==> src/rtl/mem_pkg.sv <==
// rtl/mem_pkg.sv - shared constants and helpers for the data memory responder
//
// Purpose : FSM state encoding, word-index width helper and default
//           self-check addresses/data shared by the responder and monitor.
// Ports   : none (package).

package mem_pkg;

    // Responder FSM encoding
    localparam logic [1:0] IDLE = 2'd0;
    localparam logic [1:0] WAIT = 2'd1;
    localparam logic [1:0] RESP = 2'd2;

    // Default self-check store: writing DEF_PASS_DATA to DEF_PASS_ADDR passes,
    // writes to DEF_IGNORE_ADDR never produce a verdict.
    localparam logic [31:0] DEF_PASS_ADDR   = 32'd84;
    localparam logic [31:0] DEF_PASS_DATA   = 32'd7;
    localparam logic [31:0] DEF_IGNORE_ADDR = 32'd80;

    // Ceiling log2, never less than 1 so a single-word memory still has an index bit.
    function automatic int clog2(input int value);
        int r;
        r = 1;
        for (int i = 1; i < 31; i++) begin
            if ((1 << i) < value) begin
                r = i + 1;
            end
        end
        return r;
    endfunction

endpackage

==> src/rtl/store_monitor.sv <==
// rtl/store_monitor.sv - sticky pass/fail verdict from committed CPU stores
//
// Purpose : Watches committed, error-free writes. The first write that is not
//           to the ignore address decides the verdict: the pass store
//           (PASS_DATA to PASS_ADDR) passes, anything else fails. The verdict
//           then sticks until reset.
// Ports   : i_clk     - rising-edge clock
//           i_rst_n   - asynchronous active-low reset, clears the verdict
//           i_commit  - one-cycle strobe: a valid write commits this edge
//           i_addr    - byte address of the committing write
//           i_data    - data of the committing write
//           o_done    - a verdict has been reached
//           o_pass    - the verdict is success (meaningful when o_done=1)

module store_monitor
    import mem_pkg::*;
#(
    parameter logic [31:0] PASS_ADDR   = DEF_PASS_ADDR,
    parameter logic [31:0] PASS_DATA   = DEF_PASS_DATA,
    parameter logic [31:0] IGNORE_ADDR = DEF_IGNORE_ADDR
) (
    input  logic        i_clk,
    input  logic        i_rst_n,
    input  logic        i_commit,
    input  logic [31:0] i_addr,
    input  logic [31:0] i_data,
    output logic        o_done,
    output logic        o_pass
);

    logic r_done;
    logic r_pass;
    logic w_is_pass;
    logic w_is_ignored;

    assign w_is_pass    = (i_addr == PASS_ADDR) && (i_data == PASS_DATA);
    assign w_is_ignored = (i_addr == IGNORE_ADDR);

    always_ff @(posedge i_clk or negedge i_rst_n) begin
        if (!i_rst_n) begin
            r_done <= 1'b0;
            r_pass <= 1'b0;
        end else if (i_commit && !r_done) begin
            // PASS_ADDR with wrong data falls through to the fail branch.
            if (w_is_pass) begin
                r_done <= 1'b1;
                r_pass <= 1'b1;
            end else if (!w_is_ignored) begin
                r_done <= 1'b1;
                r_pass <= 1'b0;
            end
        end
    end

    assign o_done = r_done;
    assign o_pass = r_pass;

endmodule

==> src/rtl/data_mem_responder.sv <==
// rtl/data_mem_responder.sv - word data memory with valid/ready request and one-shot response
//
// Purpose : Serves the CPU data port. A request is accepted in IDLE, optionally
//           delayed by WAIT_STATES cycles, then answered with a single-cycle
//           resp_valid strobe. The array write and the read into resp_rdata
//           both happen on the edge that enters RESP. A store monitor turns
//           committed writes into a sticky pass/fail verdict.
// Ports   : clka       - rising-edge clock
//           rst        - asynchronous active-low reset
//           req_valid  - CPU presents a request
//           req_ready  - responder can accept (IDLE and out of reset)
//           req_we     - 1 = write, 0 = read
//           req_addr   - byte address
//           req_wdata  - store data
//           resp_valid - single-cycle response strobe
//           resp_rdata - read data, 0 on writes and errors
//           resp_err   - misaligned or out-of-range access
//           done       - sticky: a verdict has been reached
//           pass       - sticky: the verdict is success

module data_mem_responder
    import mem_pkg::*;
#(
    parameter int          DEPTH       = 64,
    parameter int          WAIT_STATES = 0,
    parameter logic [31:0] PASS_ADDR   = DEF_PASS_ADDR,
    parameter logic [31:0] PASS_DATA   = DEF_PASS_DATA,
    parameter logic [31:0] IGNORE_ADDR = DEF_IGNORE_ADDR
) (
    input  logic        clka,
    input  logic        rst,
    input  logic        req_valid,
    output logic        req_ready,
    input  logic        req_we,
    input  logic [31:0] req_addr,
    input  logic [31:0] req_wdata,
    output logic        resp_valid,
    output logic [31:0] resp_rdata,
    output logic        resp_err,
    output logic        done,
    output logic        pass
);

    localparam int         IDX_W     = clog2(DEPTH);
    localparam logic [3:0] WAIT_LOAD = (WAIT_STATES > 0) ? 4'(WAIT_STATES - 1) : 4'd0;
    localparam logic       NO_WAIT   = (WAIT_STATES == 0);

    logic [1:0]       r_state;
    logic [3:0]       r_wait_cnt;
    logic             r_we;
    logic [31:0]      r_addr;
    logic [31:0]      r_wdata;
    logic [31:0]      r_rdata;
    logic             r_err;
    logic [31:0]      r_mem [DEPTH];

    logic             w_c_we;
    logic [31:0]      w_c_addr;
    logic [31:0]      w_c_wdata;
    logic             w_addr_err;
    logic [IDX_W-1:0] w_idx;
    logic             w_commit;
    logic             w_mem_write;

    // With no wait states the commit edge is the accept edge itself, so the
    // live request is used; otherwise the latched copy is committed.
    assign w_c_we    = (r_state == IDLE) ? req_we    : r_we;
    assign w_c_addr  = (r_state == IDLE) ? req_addr  : r_addr;
    assign w_c_wdata = (r_state == IDLE) ? req_wdata : r_wdata;

    assign w_addr_err = (w_c_addr[1:0] != 2'b00) || (w_c_addr[31:2] >= 30'(DEPTH));
    assign w_idx      = w_c_addr[IDX_W+1:2];

    // Edge that enters RESP.
    assign w_commit = ((r_state == IDLE) && req_valid && NO_WAIT) ||
                      ((r_state == WAIT) && (r_wait_cnt == 4'd0));

    assign w_mem_write = w_commit && w_c_we && !w_addr_err;

    always_ff @(posedge clka or negedge rst) begin
        if (!rst) begin
            r_state    <= IDLE;
            r_wait_cnt <= 4'd0;
            r_we       <= 1'b0;
            r_addr     <= 32'd0;
            r_wdata    <= 32'd0;
            r_rdata    <= 32'd0;
            r_err      <= 1'b0;
        end else begin
            case (r_state)
                IDLE: begin
                    if (req_valid) begin
                        r_we    <= req_we;
                        r_addr  <= req_addr;
                        r_wdata <= req_wdata;
                        if (NO_WAIT) begin
                            r_state <= RESP;
                        end else begin
                            r_state    <= WAIT;
                            r_wait_cnt <= WAIT_LOAD;
                        end
                    end
                end
                WAIT: begin
                    if (r_wait_cnt == 4'd0) begin
                        r_state <= RESP;
                    end else begin
                        r_wait_cnt <= r_wait_cnt - 4'd1;
                    end
                end
                RESP: begin
                    r_state <= IDLE;
                end
                default: begin
                    r_state <= IDLE;
                end
            endcase

            // Response data is captured once per transaction and then held.
            if (w_commit) begin
                r_err <= w_addr_err;
                if (w_addr_err || w_c_we) begin
                    r_rdata <= 32'd0;
                end else begin
                    r_rdata <= r_mem[w_idx];
                end
            end
        end
    end

    // Memory contents survive reset.
    always_ff @(posedge clka) begin
        if (w_mem_write) begin
            r_mem[w_idx] <= w_c_wdata;
        end
    end

    store_monitor #(
        .PASS_ADDR   (PASS_ADDR),
        .PASS_DATA   (PASS_DATA),
        .IGNORE_ADDR (IGNORE_ADDR)
    ) u_store_monitor (
        .i_clk    (clka),
        .i_rst_n  (rst),
        .i_commit (w_mem_write),
        .i_addr   (w_c_addr),
        .i_data   (w_c_wdata),
        .o_done   (done),
        .o_pass   (pass)
    );

    // Held low while rst is asserted even though the state already reads IDLE.
    assign req_ready  = rst && (r_state == IDLE);
    assign resp_valid = (r_state == RESP);
    assign resp_rdata = r_rdata;
    assign resp_err   = r_err;

endmodule

==> config.mk <==
export PLATFORM = sky130hd
export DESIGN_NAME = data_mem_responder
export DESIGN_NICKNAME = d
export VERILOG_FILES = /design/src/rtl/mem_pkg.sv /design/src/rtl/store_monitor.sv /design/src/rtl/data_mem_responder.sv
export SDC_FILE = /design/constraint.sdc
export NUM_CORES = 2
export LEC_CHECK = 0
export BUFFER_PORTS_ARGS = -buffer_cell sky130_fd_sc_hd__buf_2
export CAP_MARGIN = 25
export CORE_ASPECT_RATIO = 1.4
export CORE_MARGIN = 2
export CORE_UTILIZATION = 30
export DETAILED_ROUTE_END_ITERATION = 6
export GPL_ROUTABILITY_DRIVEN = 0
export MAX_ROUTING_LAYER = met4
export PLACE_DENSITY = 0.45
export RECOVER_POWER = 50
export SLEW_MARGIN = 20
export SYNTH_ARGS = -nofsm -noshare
export SYNTH_HDL_FRONTEND = slang
export SYNTH_SLANG_ARGS = --single-unit
==> constraint.sdc <==
create_clock -name clka -period 5.05 [get_ports clka]
set_input_delay 0.2525 -clock clka [delete_from_list [all_inputs] [get_ports clka]]
set_output_delay 0.2525 -clock clka [all_outputs]
set_load 0.01 [all_outputs]
# After elaboration in Yosys (flattened, before gate mapping)

Memories as Yosys holds them, arrays and structs flattened.
Cells that the tools add are included.

Output and inout bits: 37
Bits in registers: 106
Bits in writable memories: 2,048
Word-level logic and storage cells: 53
Memories kept: 1

Reduce and logical (&&, ||, !) cells: 19
$lt $le $gt $ge: 1
Equality and inequality tests: 8
Add/subtract/negate cells: 1
Bitwise operators: 1
Muxes and demuxes: 13

Memory list:

| name  | depth | bits a word | rd ports | clocked after memory_dff | wr ports | line                     | text |
|---|---|---|---|---|---|---|---|
| r_mem | 64    | 32          | 1        | 0                        | 1        | data_mem_responder.sv:55 | `logic [31:0] r_mem [DEPTH];` |

Operator list:

| operator              | number |
|---|---|
| $mux W32              | 3 |
| $eq A32 B7 Y1 const B | 2 |
| $eq A32 B3 Y1 const B | 1 |
| $ge A30 B7 Y1 const B | 1 |
| $reduce_and A2 Y1     | 4 |
| $logic_and A1 B1 Y1   | 7 |
| $mux W1               | 7 |
| $logic_not A4 Y1      | 1 |
| $mux W2               | 2 |
| $ne A2 B1 Y1 const B  | 2 |
| $pmux W2 S2           | 1 |
| $sub A4 B1 Y4 const B | 1 |
| $logic_or A1 B1 Y1    | 3 |
| $eq A2 B1 Y1 const B  | 1 |
| $eq A2 B2 Y1 const B  | 1 |
| $logic_not A1 Y1      | 2 |
| $logic_not A2 Y1      | 1 |
| $ne A2 B2 Y1 const B  | 1 |
| $reduce_bool A2 Y1    | 1 |
| $not A1 Y1            | 1 |

# Depth between registers and ports, before layout

Depth in word-level cells: 8
Depth in mapped cells: 13

# By module

Synthesis repeated with hierarchy kept, for this count alone.

Cell total of the unflattened synthesis: 4,791
Area total of the unflattened synthesis: 79,841.6 µm²

Modules (own cells, without submodules):

| module             | seq. area each (µm²) | cells each | area an instance (µm²) | instances |
|---|---|---|---|---|
| data_mem_responder | 63,951.3             | 4,757      | 79,577.6               | 1 |
| store_monitor      | 50.0                 | 34         | 264.0                  | 1 |

# Least setup slack after synthesis

Ideal clock, no wire load.

Kind: register to register
Start: reg r_addr[8]
End: mem r_mem[16][0], enable pin
Path slack: -0.242 ns
Required time: 4.548 ns
Data arrival time: 4.791 ns
Cell stages (with the launch flop): 6
Clock period less this slack: 5.292 ns
Path buffers: 0
Setup time: 0.502 ns
Cell sequence: dfrtp_1 or4_1 or3_1 o21ai_2 nand4_1 nor4_1

Longest elaborated chain between the ends: 7

RTL lines:

| item                          | line                      | text |
|---|---|---|
| start: declaration            | data_mem_responder.sv:51  | `logic [31:0] r_addr;` |
| start signal: assignment      | data_mem_responder.sv:94  | `r_addr <= req_addr;` |
| $mux W32                      | data_mem_responder.sv:68  | `assign w_c_addr = (r_state == IDLE) ? req_addr : r_addr;` |
| $ge A30 B7 Y1                 | data_mem_responder.sv:71  | `assign w_addr_err = (w_c_addr[1:0] != 2'b00) \|\| (w_c_addr[31:2] >= 30'(DEPTH));` |
| $logic_or A1 B1 Y1            | data_mem_responder.sv:71  |  |
| $logic_not A1 Y1              | data_mem_responder.sv:78  | `assign w_mem_write = w_commit && w_c_we && !w_addr_err;` |
| $logic_and A1 B1 Y1           | data_mem_responder.sv:78  |  |
| $mux W1                       | data_mem_responder.sv:133 | `if (w_mem_write) begin` |
| $mux W1 (not written as such) | data_mem_responder.sv:134 | `r_mem[w_idx] <= w_c_wdata;` |
| end: declaration              | data_mem_responder.sv:55  |  |

Every way passes these cells.

# Worst setup path in the final report

Start: reg r_state[1]
End: reg r_rdata[27], in the netlist resp_rdata[27]

Longest elaborated chain between the ends: 6
Elaborated cells between the ends (all ways): 13

RTL lines:

| item                                                       | line                                                                         | text |
|---|---|---|
| start: declaration                                         | data_mem_responder.sv:48                                                     | `logic [1:0] r_state;` |
| start signal: assignment                                   | data_mem_responder.sv:82                                                     | `r_state <= IDLE;` |
| start signal: assignment                                   | data_mem_responder.sv:97                                                     | `r_state <= RESP;` |
| start signal: assignment                                   | data_mem_responder.sv:99                                                     | `r_state <= WAIT;` |
| $logic_not A2 Y1                                           | data_mem_responder.sv:67, data_mem_responder.sv:68, data_mem_responder.sv:75 |  |
| $mux W32                                                   | data_mem_responder.sv:68                                                     |  |
| $ge A30 B7 Y1 / $reduce_bool A2 Y1 (equally long branches) | data_mem_responder.sv:71                                                     |  |
| $logic_or A1 B1 Y1                                         | data_mem_responder.sv:71                                                     |  |
| $logic_or A1 B1 Y1                                         | data_mem_responder.sv:122                                                    | `if (w_addr_err \|\| w_c_we) begin` |
| $mux W32                                                   | data_mem_responder.sv:122                                                    |  |
| end signal: assignment                                     | data_mem_responder.sv:125                                                    | `r_rdata <= r_mem[w_idx];` |
| end: declaration                                           | data_mem_responder.sv:53                                                     | `logic [31:0] r_rdata;` |

Several ways; a longest one is shown, not always the timed one.
A chain may end at the register's enable or synchronous reset.

==> results_dict.tcl <==
set metrics [dict create \
    cts_tree "yes" \
    leakage_nw 33.02 \
    antenna_left 0 \
    routed_wl_um 289400 \
    slew_headroom_pct -125.9 \
    wl_per_cell_um 28.38 \
    min_period_ns 4.640 \
    htreeDepth 4 \
    ys_seq_area_share_pct 75.84 \
    vias 52740 \
    syn_to_final_growth_pct 16.57 \
    violations "DRC, capacitance limit, slew limit" \
    firstDrtPassIters 7 \
    cp_data_required_time_ns 5.80 \
    cts_sinks 2149 \
    crit_type "reg2reg" \
    numCtsBuffers 207 \
    yosys.area.top_type "edfxtp_1" \
    synthArstFlopShare_pct 4.700 \
    cts-root-buf "clkbuf_16" \
    synth.yosys.warnings 0 \
    crit-reg2reg-launch "r_state[1]" \
    cp-end-kind "flop" \
    worstSkewPairLatency_ns 0.88 \
    design_area_um2 98410 \
    track_usage_pct 20.33 \
    io_buffers 104 \
    period_share_pct 91.87 \
    core-area_um2 280300 \
    min_path_type "in2async" \
    place_inst 9746 \
    yosys.cell_types.count 65 \
    netlist.area_leader.share_pct 72.84 \
    total_power_mw 39.55 \
    syn_nets 6098 \
    synth-seq-cells 2149 \
    drive_gt1_share_pct 12.60 \
    critPathLaunch "r_state[1]" \
    yosys-top-cells-area "edfxtp_1 73%, nand2_1 8.0%, nand3_1 3.9%" \
    synth-edff-count 2048 \
    instances_no_fill 10200 \
    clockBufferDepth 4 \
    utilization_pct 35.11 \
    die_area_um2 285700 \
    powerDensity_nw_per_um2 401.9 \
    nNetsFinal 6381 \
    grt_max_degree 162 \
    drc_errors 2 \
    max-vdd-ir-drop_mv 0.2229 \
    fmax_mhz 215.5 \
    syn-cell-area_um2 84430 \
    final_max_slew_viol_count 821 \
    tightest_slew_ns 3.389 \
    path_clk_slew_ns 0.07 \
    hold_viol 0 \
    fp.dieW_um 452.3 \
    setup_viol_count_final 0 \
    pin_count 105 \
    status "finished with violations" \
    dpl_cell_area_um2 91220 \
    grt_pass1_vias 51970 \
    grt_pass1_wl_um 404800 \
    synth-main-ff-cell "edfxtp_1" \
    drt_iter0_markers 5045 \
    synth_area_per_cell_um2 14.00 \
    place_hpwl_um 175200 \
    die_y_um 631.7 \
    rsz0062_at_grt "false" \
    grt_overflow_total 0 \
    start_kind "flop" \
    fin_tns_setup_ns 0 \
    initial_core_util_pct 30.12 \
    worstPathMaxFanout 37 \
    syn_inst 6030 \
    arrival_ns 5.39 \
    max_cap_violations 16 \
    via_per_inst 5.173 \
    rows 230 \
    finClkSkew_ns 0.04107 \
    antenna_found_initial 11 \
]
==> metrics by stage <==
step           worst slack (ns)  hold slack (ns)
2_1_floorplan           -0.2423         -0.04309
3_3_place_gp             0.8014           0.3895
3_5_place_dp             0.7591           0.3840
4_1_cts                  0.7331          0.03085
5_1_grt                  0.3194           0.1001
6_report                 0.4104          0.07261
==> placed cells by master (no fill, tap or decap), types with 7 or more instances in the layout <==
cell type	netlist	routed
nor3_1	27	27
dlygate4sd3_1	0	67
clkbuf_16	0	209
nand2_1	1792	1791
bufinv_16	0	20
a221oi_1	19	19
o22ai_1	21	15
nor2_1	85	22
clkbuf_1	156	88
nand4_1	19	19
a222oi_1	13	13
o221ai_1	7	7
buf_4	12	201
a311oi_1	60	60
mux2i_1	69	68
buf_2	147	66
a32o_1	16	16
a22oi_1	10	10
clkbuf_2	0	12
nand3_1	666	666
mux2_1	0	23
nor4_1	50	48
a31oi_1	70	70
a21oi_1	192	191
nor2_4	0	63
o21ai_0	39	39
clkbuf_8	0	9
clkinv_2	0	32
clkinv_1	1	46
nand2b_1	7	7
mux4_2	93	93
mux2_2	44	20
and3_1	93	93
dfrtp_1	101	100
edfxtp_1	2048	2048
buf_12	0	48
a32oi_1	47	47
or4_1	12	12
==> layer usage <==
layer	share of wire, %	vias to the layer above	GRT usage, %
met5	0	-	-
li1	-	23010	-
met1	41	27730	25.41
met3	4.7	357	1.791
met4	2.5	0	5.011
met2	52	1649	35.49
==> sequential cells by signal, indices dropped and copies added (netlist names) <==
signal,cells
u_store_monitor.o_done,1
r_mem,2048
resp_err,1
r_wdata,32
resp_rdata,32
u_store_monitor.o_pass,1
r_we,1
r_addr,32
r_state,1
==> synthesized netlist by cell type (7+ instances only) <==
cell type and n:
nand4_1 19, buf_1 43, buf_6 7, nand3_1 666
or4_1 12, nor3_1 27, o22ai_1 21, a21oi_1 192
nand2b_1 7, nor4_1 50, o221ai_1 7, edfxtp_1 2048
and3_1 93, a221oi_1 19, a311oi_1 60, o21ai_0 39
a32o_1 16, nand2_1 1792, a32oi_1 47, a31oi_1 70
mux4_2 93, a222oi_1 13, mux2_2 44, buf_4 12
clkbuf_1 156, nor2_1 85, buf_2 147, dfrtp_1 101
a22oi_1 10, mux2i_1 69
==> cell type report <==
cell class | count | area (um^2)
clock inverters | 111 | 1052
multi-input cells | 3510 | 19420
repair buffers | 439 | 3707
inverters | 6 | 22.52
well taps | 3712 | 4644
flip-flops and latches | 2149 | 64030
diodes | 6 | 15.01
clock buffers | 262 | 5519
fillers | 27130 | 181900
==> worst max-delay path: stages, from the launching register on <==
cell	delay [ns]
dfrtp_4	0.64
clkbuf_1	1.54
nor2b_1	0.31
a211oi_4	0.89
buf_4	0.45
nand4_1	0.37
o21ai_1	0.27
==> logic make-up after synthesis <==
kind of cell | after synthesis | share of synthesized area [%]
compound gates | 537 | 4.293
mux | 209 | 3.957
flops | 2149 | 75.84
simple gates | 2764 | 13.93
buf+inv | 371 | 1.983
==> where the power goes <==
group          internal, mW  switching [mW]
clock network          8.73            6.82
registers              19.9          0.0642
logic                  1.04            2.96
total                  29.7            9.85
==> final timing paths <==
check | end | slack, ns | cells past startpoint
min in group clka | r_addr[27] | 0.13 | 4
max | resp_rdata[27] | 0.41 | 6
max in group asynchronous | resp_rdata[1] | 1.23 | 3
max reg2reg | resp_rdata[27] | 0.41 | 6
min | resp_rdata[11] | 0.07 | 2
min reg2reg | r_addr[9] | 0.48 | 2
==> repair_timing <==
action	CTS	global route
buffers inserted	0	0
hold endpoints to repair	118	0
resized for setup	0	0
hold buffers	67	0
(Power assumes the default switching activity.)
